File: src/rtl/nfc_atom_timed_idle.sv
// rtl/nfc_atom_timed_idle.sv - timed idle atom: drives a fixed PHY idle pattern for a programmed number of clocks
module nfc_atom_timed_idle #(
    parameter int NumberOfWays = 4,
    parameter int CounterWidth = 16
) (
    input  logic                      iSystemClock,
    input  logic                      iReset,
    input  logic                      iStart,
    input  logic [NumberOfWays-1:0]   iTargetWay,
    input  logic [CounterWidth-1:0]   iNumOfCycles,
    input  logic [1:0]                iOption,
    output logic                      oReady,
    output logic                      oLastStep,
    output logic                      oDQSOutEnable,
    output logic                      oDQOutEnable,
    output logic [7:0]                oDQStrobe,
    output logic [31:0]               oDQ,
    output logic [2*NumberOfWays-1:0] oChipEnable,
    output logic [3:0]                oReadEnable,
    output logic [3:0]                oWriteEnable,
    output logic [3:0]                oAddressLatchEnable,
    output logic [3:0]                oCommandLatchEnable
);

    typedef enum logic {
        sIdle = 1'b0,
        sHold = 1'b1
    } state_t;

    localparam logic [CounterWidth-1:0] CountOne = CounterWidth'(1);

    state_t                  state;
    state_t                  nextState;
    logic [CounterWidth-1:0] counter;
    logic [CounterWidth-1:0] nextCounter;
    logic [NumberOfWays-1:0] targetWay;
    logic [NumberOfWays-1:0] nextTargetWay;
    logic [1:0]              option;
    logic [1:0]              nextOption;
    logic                    loadOp;
    logic                    nextHold;

    // A start is taken in IDLE or on the final hold clock (back-to-back chaining).
    always_comb begin
        nextState     = state;
        nextCounter   = counter;
        nextTargetWay = targetWay;
        nextOption    = option;
        loadOp        = 1'b0;
        case (state)
            sIdle: begin
                if (iStart) begin
                    loadOp = 1'b1;
                end
            end
            sHold: begin
                if (counter == CountOne) begin
                    if (iStart) begin
                        loadOp = 1'b1;
                    end else begin
                        nextState   = sIdle;
                        nextCounter = '0;
                    end
                end else begin
                    nextCounter = counter - CountOne;
                end
            end
            default: begin
                nextState   = sIdle;
                nextCounter = '0;
            end
        endcase
        if (loadOp) begin
            nextState     = sHold;
            nextCounter   = (iNumOfCycles == '0) ? CountOne : iNumOfCycles;
            nextTargetWay = iTargetWay;
            nextOption    = iOption;
        end
    end

    assign nextHold = (nextState == sHold);

    // Outputs are registered from the next-state values so the pattern lines up with the state.
    always_ff @(posedge iSystemClock) begin
        if (iReset) begin
            state               <= sIdle;
            counter             <= '0;
            targetWay           <= '0;
            option              <= '0;
            oReady              <= 1'b1;
            oLastStep           <= 1'b0;
            oDQSOutEnable       <= 1'b0;
            oDQOutEnable        <= 1'b0;
            oDQStrobe           <= 8'h00;
            oDQ                 <= 32'h0;
            oChipEnable         <= '0;
            oReadEnable         <= 4'b1111;
            oWriteEnable        <= 4'b0000;
            oAddressLatchEnable <= 4'h0;
            oCommandLatchEnable <= 4'h0;
        end else begin
            state               <= nextState;
            counter             <= nextCounter;
            targetWay           <= nextTargetWay;
            option              <= nextOption;
            oReady              <= !nextHold;
            oLastStep           <= nextHold && (nextCounter == CountOne);
            oDQSOutEnable       <= nextHold;
            oDQOutEnable        <= nextHold;
            oDQStrobe           <= 8'h00;
            oDQ                 <= 32'h0;
            oChipEnable         <= (nextHold && nextOption[0]) ? {nextTargetWay, nextTargetWay} : '0;
            oReadEnable         <= (nextHold && nextOption[1]) ? 4'b0011 : 4'b1111;
            oWriteEnable        <= 4'b0000;
            oAddressLatchEnable <= 4'h0;
            oCommandLatchEnable <= 4'h0;
        end
    end

endmodule
File: config.mk
export PLATFORM = sky130hd
export DESIGN_NAME = nfc_atom_timed_idle
export DESIGN_NICKNAME = d
export VERILOG_FILES = /design/src/rtl/nfc_atom_timed_idle.sv
export SDC_FILE = /design/constraint.sdc
export NUM_CORES = 1
export LEC_CHECK = 0
export ABC_AREA = 1
export BUFFER_PORTS_ARGS = -buffer_cell sky130_fd_sc_hd__clkbuf_2
export CAP_MARGIN = 20
export CORE_ASPECT_RATIO = 0.75
export CORE_MARGIN = 4
export CORE_UTILIZATION = 45
export CTS_BUF_LIST = sky130_fd_sc_hd__clkbuf_16
export DETAILED_ROUTE_END_ITERATION = 7
export HOLD_SLACK_MARGIN = 0.1
export PLACE_DENSITY = 0.82
export SYNTH_ARGS = -nofsm -noshare
export SYNTH_HDL_FRONTEND = slang
export SYNTH_SLANG_ARGS = --single-unit
File: constraint.sdc
create_clock -name iSystemClock -period 4.7 [get_ports iSystemClock]
set_clock_uncertainty 0.1 [all_clocks]
set_input_delay 0.47 -clock iSystemClock [delete_from_list [all_inputs] [get_ports iSystemClock]]
set_output_delay 0.47 -clock iSystemClock [all_outputs]
set_load 0.02 [all_outputs]
==> impl_metrics.toml, run 1 <==
[run_status]
status = "complete, no violations"

[die]
ios = 93
rows = 22
coreArea_mm2 = 0.004955
die_w_um = 91.24
chipHeight_um = 70.43
die_area_mm2 = 0.006426
start_util_pct = 47.20

[global_route]
grtUsageMet3_pct = 4.306
grt_usage_pct = 16.27
overflow = 0
antenna_found_initial = 0
grt_pass1_vias = 1861
grt.busiest_layer = "met2"
met2_usage_pct = 25.94
grt_max_degree = 24
grt_pass1_wl_mm = 8.438
grt_use_met1_pct = 20.87

[worst_hold_path]
min-delay-start = "iTargetWay[1]"
worstHoldPathType = "primary input to flop"

[pwr]
p_leak_nw = 1.318
power.density_mw_per_mm2 = 350.2
ir_drop_v = 0.0002816

[critical_path]
path_class = "flop to flop"
start_kind = "flop"
r2r_slack_ps = 2200
end_kind = "flop"
cp_data_arrival_time_ps = 2610
crit_start = "state$_SDFF_PP0_"
crit_fanout = 21
cp.required_ps = 4810
timing.rr.start = "state$_SDFF_PP0_"

[job]
max_cap_violations = 0

[timing]
fmax_mhz = 400.1
final_max_slew_viol_count = 0
worst_slew_pin_slew_ps = 816.6
timing.final.ws_setup_ps = 2201
slew-limit-headroom_pct = 45.49
min_period_ps = 2499
setup-tns-final_ps = 0
rsz0062_at_grt = "no"
holdWs_ps = 353.8
finalHoldViolations = 0
min_period_over_period_pct = 53.18
setup_violations = 0

[yosys]
ys_ff_latch = 30
syn_avg_cell_area_um2 = 6.550
syn_area_mm2 = 0.002338
yosys.area.top_type = "dfxtp_1"
ys_top_cells_by_area = "dfxtp_1 (26%), buf_4 (19%), nand2_1 (12%), nor2_1 (9.0%), nand3_1 (7.1%)"
synthCells = 357
seq_area_frac_synth_pct = 25.68
synth_cell_types = 28
yosysWarningCount = 0
yosys.area.top_type_share_pct = 25.68

[detailed_routing]
via_per_inst = 4.605
drtPass1Iterations = 4
final_antenna_net_count = 0
wire_per_inst_um = 11.43
wl_mm = 5.119
dr_total_vias = 2063
drc = 0
drt_first_iter_violations = 184

[placed_design]
io_buffer_count = 38
dpl_worst_slack_ps = 2285
place.gp.congestion = 0.9146
post-dp-hpwl_mm = 4.084

[cts]
cts.sinks = 30
cts_buffer_depth = 2
cts_buffers = 5
clkSlewWorstSetupHoldPaths_ps = 50
tritoncts = "built"
cts_hold_buffers = 0
cts_root_buf = "clkbuf_16"
htree_levels = 2
cts_setup_buffers = 0
cts_resized = 0
clk-insertion-delay-late_ps = 280

[final_layout]
drive_gt1_share_pct = 17.78
syn_to_final_growth_pct = 3.959
fill_cells = 495
antenna_cells = 0
nets = 414
-- power by group --
group | total (mW) | internal [mW] | switching [mW] | leakage, nW
clock network | 0.303 | 0.193 | 0.110 | 0.0672
logic | 0.252 | 0.0759 | 0.176 | 1.00
registers | 0.297 | 0.274 | 0.0229 | 0.247
-- flip-flops by register name (all words and copies together), names as in the netlist --
name         count
counter         16
oChipEnable      4
oLastStep        1
oReadEnable      1
oReady           1
option           2
state            1
targetWay        4
-- area by class of cell --
| type | instances | area (µm²) | area share, % |
|---|---|---|---|
| timing repair buffer | 38 | 190.2 | 7.823 |
| multi-input combinational | 275 | 1285 | 52.86 |
| inverter | 37 | 138.9 | 5.713 |
| clock buffer | 5 | 125.1 | 5.147 |
| tap | 60 | 75.07 | 3.088 |
| sequential | 30 | 600.6 | 24.70 |
| clock inverter | 3 | 16.27 | 0.6691 |
-- layout by cell type, fill, tap and decap left out, types with 5 or more instances in the layout --
cell type,netlist,routed
nor2_1,56,56
inv_1,36,36
nand2_1,77,77
conb_1,2,54
mux2i_1,5,5
nand2_2,6,6
clkbuf_16,0,5
dfxtp_1,30,30
a21oi_1,6,6
a21oi_2,5,5
clkbuf_2,0,38
nor2_2,6,6
nand3_1,33,33
-- per-stage QoR --
stage               total power [mW]  utilization [%]  cell area (µm²)  std cells
floorplan                     0.5349                -             2534        409
global placement              0.5422            46.21             2290        440
detailed placement            0.5477            46.21             2290        440
CTS                           0.8526            49.07             2431        448
global route                  0.9057            49.07             2431        448
finish                        0.8514            49.07             2431        448
-- cells in the mapped netlist, drive strengths merged --
library cell and number:
nand3b 1, nand4 4, a21boi 1, xor2 2, nor4 1, clkinv 1
or2 1, ha 2, o21ai 4, nand3 33, nor3 4, nand2 86
mux2i 5, conb 2, dfxtp 30, clkbuf 4, nor2 65, buf 63
inv 36, a21oi 12
-- per-layer routing --
layer	routed length [µm]	vias up	part of all wire (%)
met5	0	-	0
met4	116	0	2.3
li1	-	1055	-
met2	2406	81	47
met1	2190	918	43
met3	406	9	7.9
-- cells by family (layout without fill, tap and decap cells) --
kind of cell,Yosys count,count (layout),share of synthesized area [%]
AOI/OAI and AO/OA,17,17,5.030
adders and majority gates,2,2,1.070
DFF,30,30,25.68
other,2,54,0.3211
muxes,5,5,2.140
xor gates and xnor gates,2,2,0.7492
buffers and inverters,104,83,27.71
and+or+nand+nor,195,195,37.29
-- worst paths after layout --
check	end	cells past startpoint
setup / recovery	oLastStep$_SDFF_PP0_	8
hold / removal	targetWay[1]$_SDFF_PP0_	3
setup reg to reg	oLastStep$_SDFF_PP0_	8
hold reg to reg	option[1]$_SDFF_PP0_	2
-- worst max-delay path: stages, from the launching register on --
cell,delay (ps)
dfxtp_1,850
clkinv_1,480
mux2i_1,360
inv_1,110
a21oi_2,150
nand3_1,80
nor2_1,140
nand3_1,80
nor2_1,80
(Power assumes the default switching activity.)
==> run 2, diff against run 1 <==
CORE_UTILIZATION = 44   (was 45)
PLACE_DENSITY = 0.83   (was 0.82)
clock period = 2 ns   (was 4.7 ns; I/O delays follow)
==> run 2 against run 1 <==
The flow now finishes with violations (setup timing); critical path depth rose by 4; worst setup slack got worse by 2300 ps; flip-flop and latch count did not move; cell area rose by 19%; global-route usage rose by 1.3 points; sequential share of layout area fell by 3.6 points; cell count rose by 8.9%; critical path type unchanged; clock-buffer cell count did not move; routed wire length rose by 32%; highest routed layer unchanged.
==> impl_metrics.toml, run 2 (synthesized netlist as in run 1, its figures left out) <==
[final_layout]
final_cells = 488
reg_top3 = "counter: 16 flops, oChipEnable: 4 flops, targetWay: 4 flops"
drive_gt1_share_pct = 29.09
layout_common_cells = "nand2_1 (76), conb_1 (54), nor2_1 (46)"
regArea_um2 = 609.3
layout_commonest_cell = "nand2_1"
fill_cells = 417
antenna_cells = 0
syn_to_final_growth_pct = 23.70
nets = 442
largest_register_ffs = 16
multi_input_area_mm2 = 0.001436
regMostFlops = "counter"

[global_route]
grt_max_degree = 24
grt_usage_pct = 17.59
overflow = 0
antenna_found_initial = 0
grt_pass1_wl_mm = 9.321
grt_pass1_vias = 2075

[job]
max_cap_violations = 0

[pwr]
ir_drop_v = 0.0004823
total_power_mw = 2.458
power.density_mw_per_mm2 = 849.6
p_leak_nw = 1.499

[die]
rows = 22
coreArea_mm2 = 0.005010
die_w_um = 92.18
chipHeight_um = 71.14
die_area_mm2 = 0.006557
start_util_pct = 46.68
ios = 93

[timing]
slew-limit-headroom_pct = 66.34
finalHoldViolations = 0
holdWs_ps = 97.36
fmax_mhz = 486.1
timing.final.ws_setup_ps = -57.35
min_period_ps = 2057
worst_slew_pin_slew_ps = 504.9
setup_violations = 1
final_max_slew_viol_count = 0
rsz0062_at_grt = "yes"
min_period_over_period_pct = 102.9

[detailed_routing]
via_per_inst = 4.953
final_antenna_net_count = 0
wl_mm = 6.771
drc = 0
wire_per_inst_um = 13.88
drt_first_iter_violations = 278
dr_total_vias = 2417
drtPass1Iterations = 7

[critical_path]
timing.rr.start = "counter[2]$_SDFF_PP0_"
worstReg2RegEnd = "oLastStep$_SDFF_PP0_"
path_class = "flop to flop"
rr_worst_depth = 12
end_kind = "flop"
r2r_slack_ps = -60
crit_fanout = 8
cp_data_arrival_time_ps = 2180
start_kind = "flop"
cp.required_ps = 2120

[worst_hold_path]
whs_path_depth = 3
min-delay-start = "iTargetWay[3]"
hold_end = "oChipEnable[3]$_SDFF_PP0_"
worstHoldPathType = "primary input to flop"

[cts]
htree_levels = 2
cts_buffer_depth = 2
clkSlewWorstSetupHoldPaths_ps = 60
cts_root_buf = "clkbuf_16"
cts_buffers = 5
cts.sinks = 30
clk-insertion-delay-late_ps = 280
tritoncts = "built"

[placed_design]
place.gp.congestion = 0.9605
dpl_worst_slack_ps = -84.84
post-dp-hpwl_mm = 4.427
dp.cells = 462
io_buffer_count = 38

[run_status]
status = "finished with violations"
violations = "setup timing"
[run 2: changes by cell type in the layout (fill, tap and decap cells not counted), moves of 6 or more]
cell,delta
dfxtp_1,-7
nor2_1,-10
nand3_1,-7
dfxtp_2,+7
buf_4,+18
nand3_2,+6
[run 2: metrics by stage]
step,area [µm²],setup TNS (ps),util (%)
final,2893,-57.35,57.74
after global placement,2392,0,47.75
after detailed placement,2392,-84.84,47.75
after CTS,2718,0,54.25
after floorplan,2534,0,-
after global routing,2893,-214.1,57.74
[run 2: layout make-up]
| type | count | area share [%] |
|---|---|---|
| tap | 72 | 3.114 |
| sequential | 30 | 21.06 |
| timing repair buffer | 65 | 14.84 |
| multi-input combinational | 276 | 49.65 |
| inverter | 37 | 4.801 |
| clock inverter | 3 | 2.206 |
| clock buffer | 5 | 4.325 |
[run 2: report_power, final]
group	leakage (nW)	internal, mW	switching [mW]
Sequential	0.249	0.646	0.0501
Combinational	1.16	0.266	0.515
Clock	0.0915	0.709	0.273
[run 2: per-layer routing]
layer  wire length (µm)  global-route usage [%]  vias up
met5                  0                       0        -
met4                243                   6.260        0
met3                659                   4.570       41
met2               3421                   30.74      167
met1               2446                   20.92     1099
li1                   -                       -     1110
[run 2: how the worst max path moves through the flow]
stage / cells past startpoint / from / end
2_1_floorplan: 9 / state$_SDFF_PP0_ / oLastStep$_SDFF_PP0_
3_3_place_gp: 13 / counter[1]$_SDFF_PP0_ / oLastStep$_SDFF_PP0_
3_5_place_dp: 13 / counter[1]$_SDFF_PP0_ / oLastStep$_SDFF_PP0_
4_1_cts: 14 / counter[1]$_SDFF_PP0_ / oLastStep$_SDFF_PP0_
5_1_grt: 12 / counter[2]$_SDFF_PP0_ / oLastStep$_SDFF_PP0_
6_report: 12 / counter[2]$_SDFF_PP0_ / oLastStep$_SDFF_PP0_
[run 2: critical path, cell delays in order, from the launching register on]
cell and delay [ps]:
dfxtp_1 380, nor2_2 210, nand2_1 120, nor2_4 110
nand2_4 130, nand2_8 130, nand2_8 70, or2_0 210
nand2_1 100, nand3_2 90, nor2_4 140, nand3_2 90
nor2_2 100
[run 2: repair_timing]
action	4_1_cts	5_1_grt
buffers inserted	8	4
cloned	0	1
pin swaps	6	19
resized for setup	6	37
hold buffers	5	0
endpoints found under the setup margin	1	7
endpoints found under the hold margin	7	0
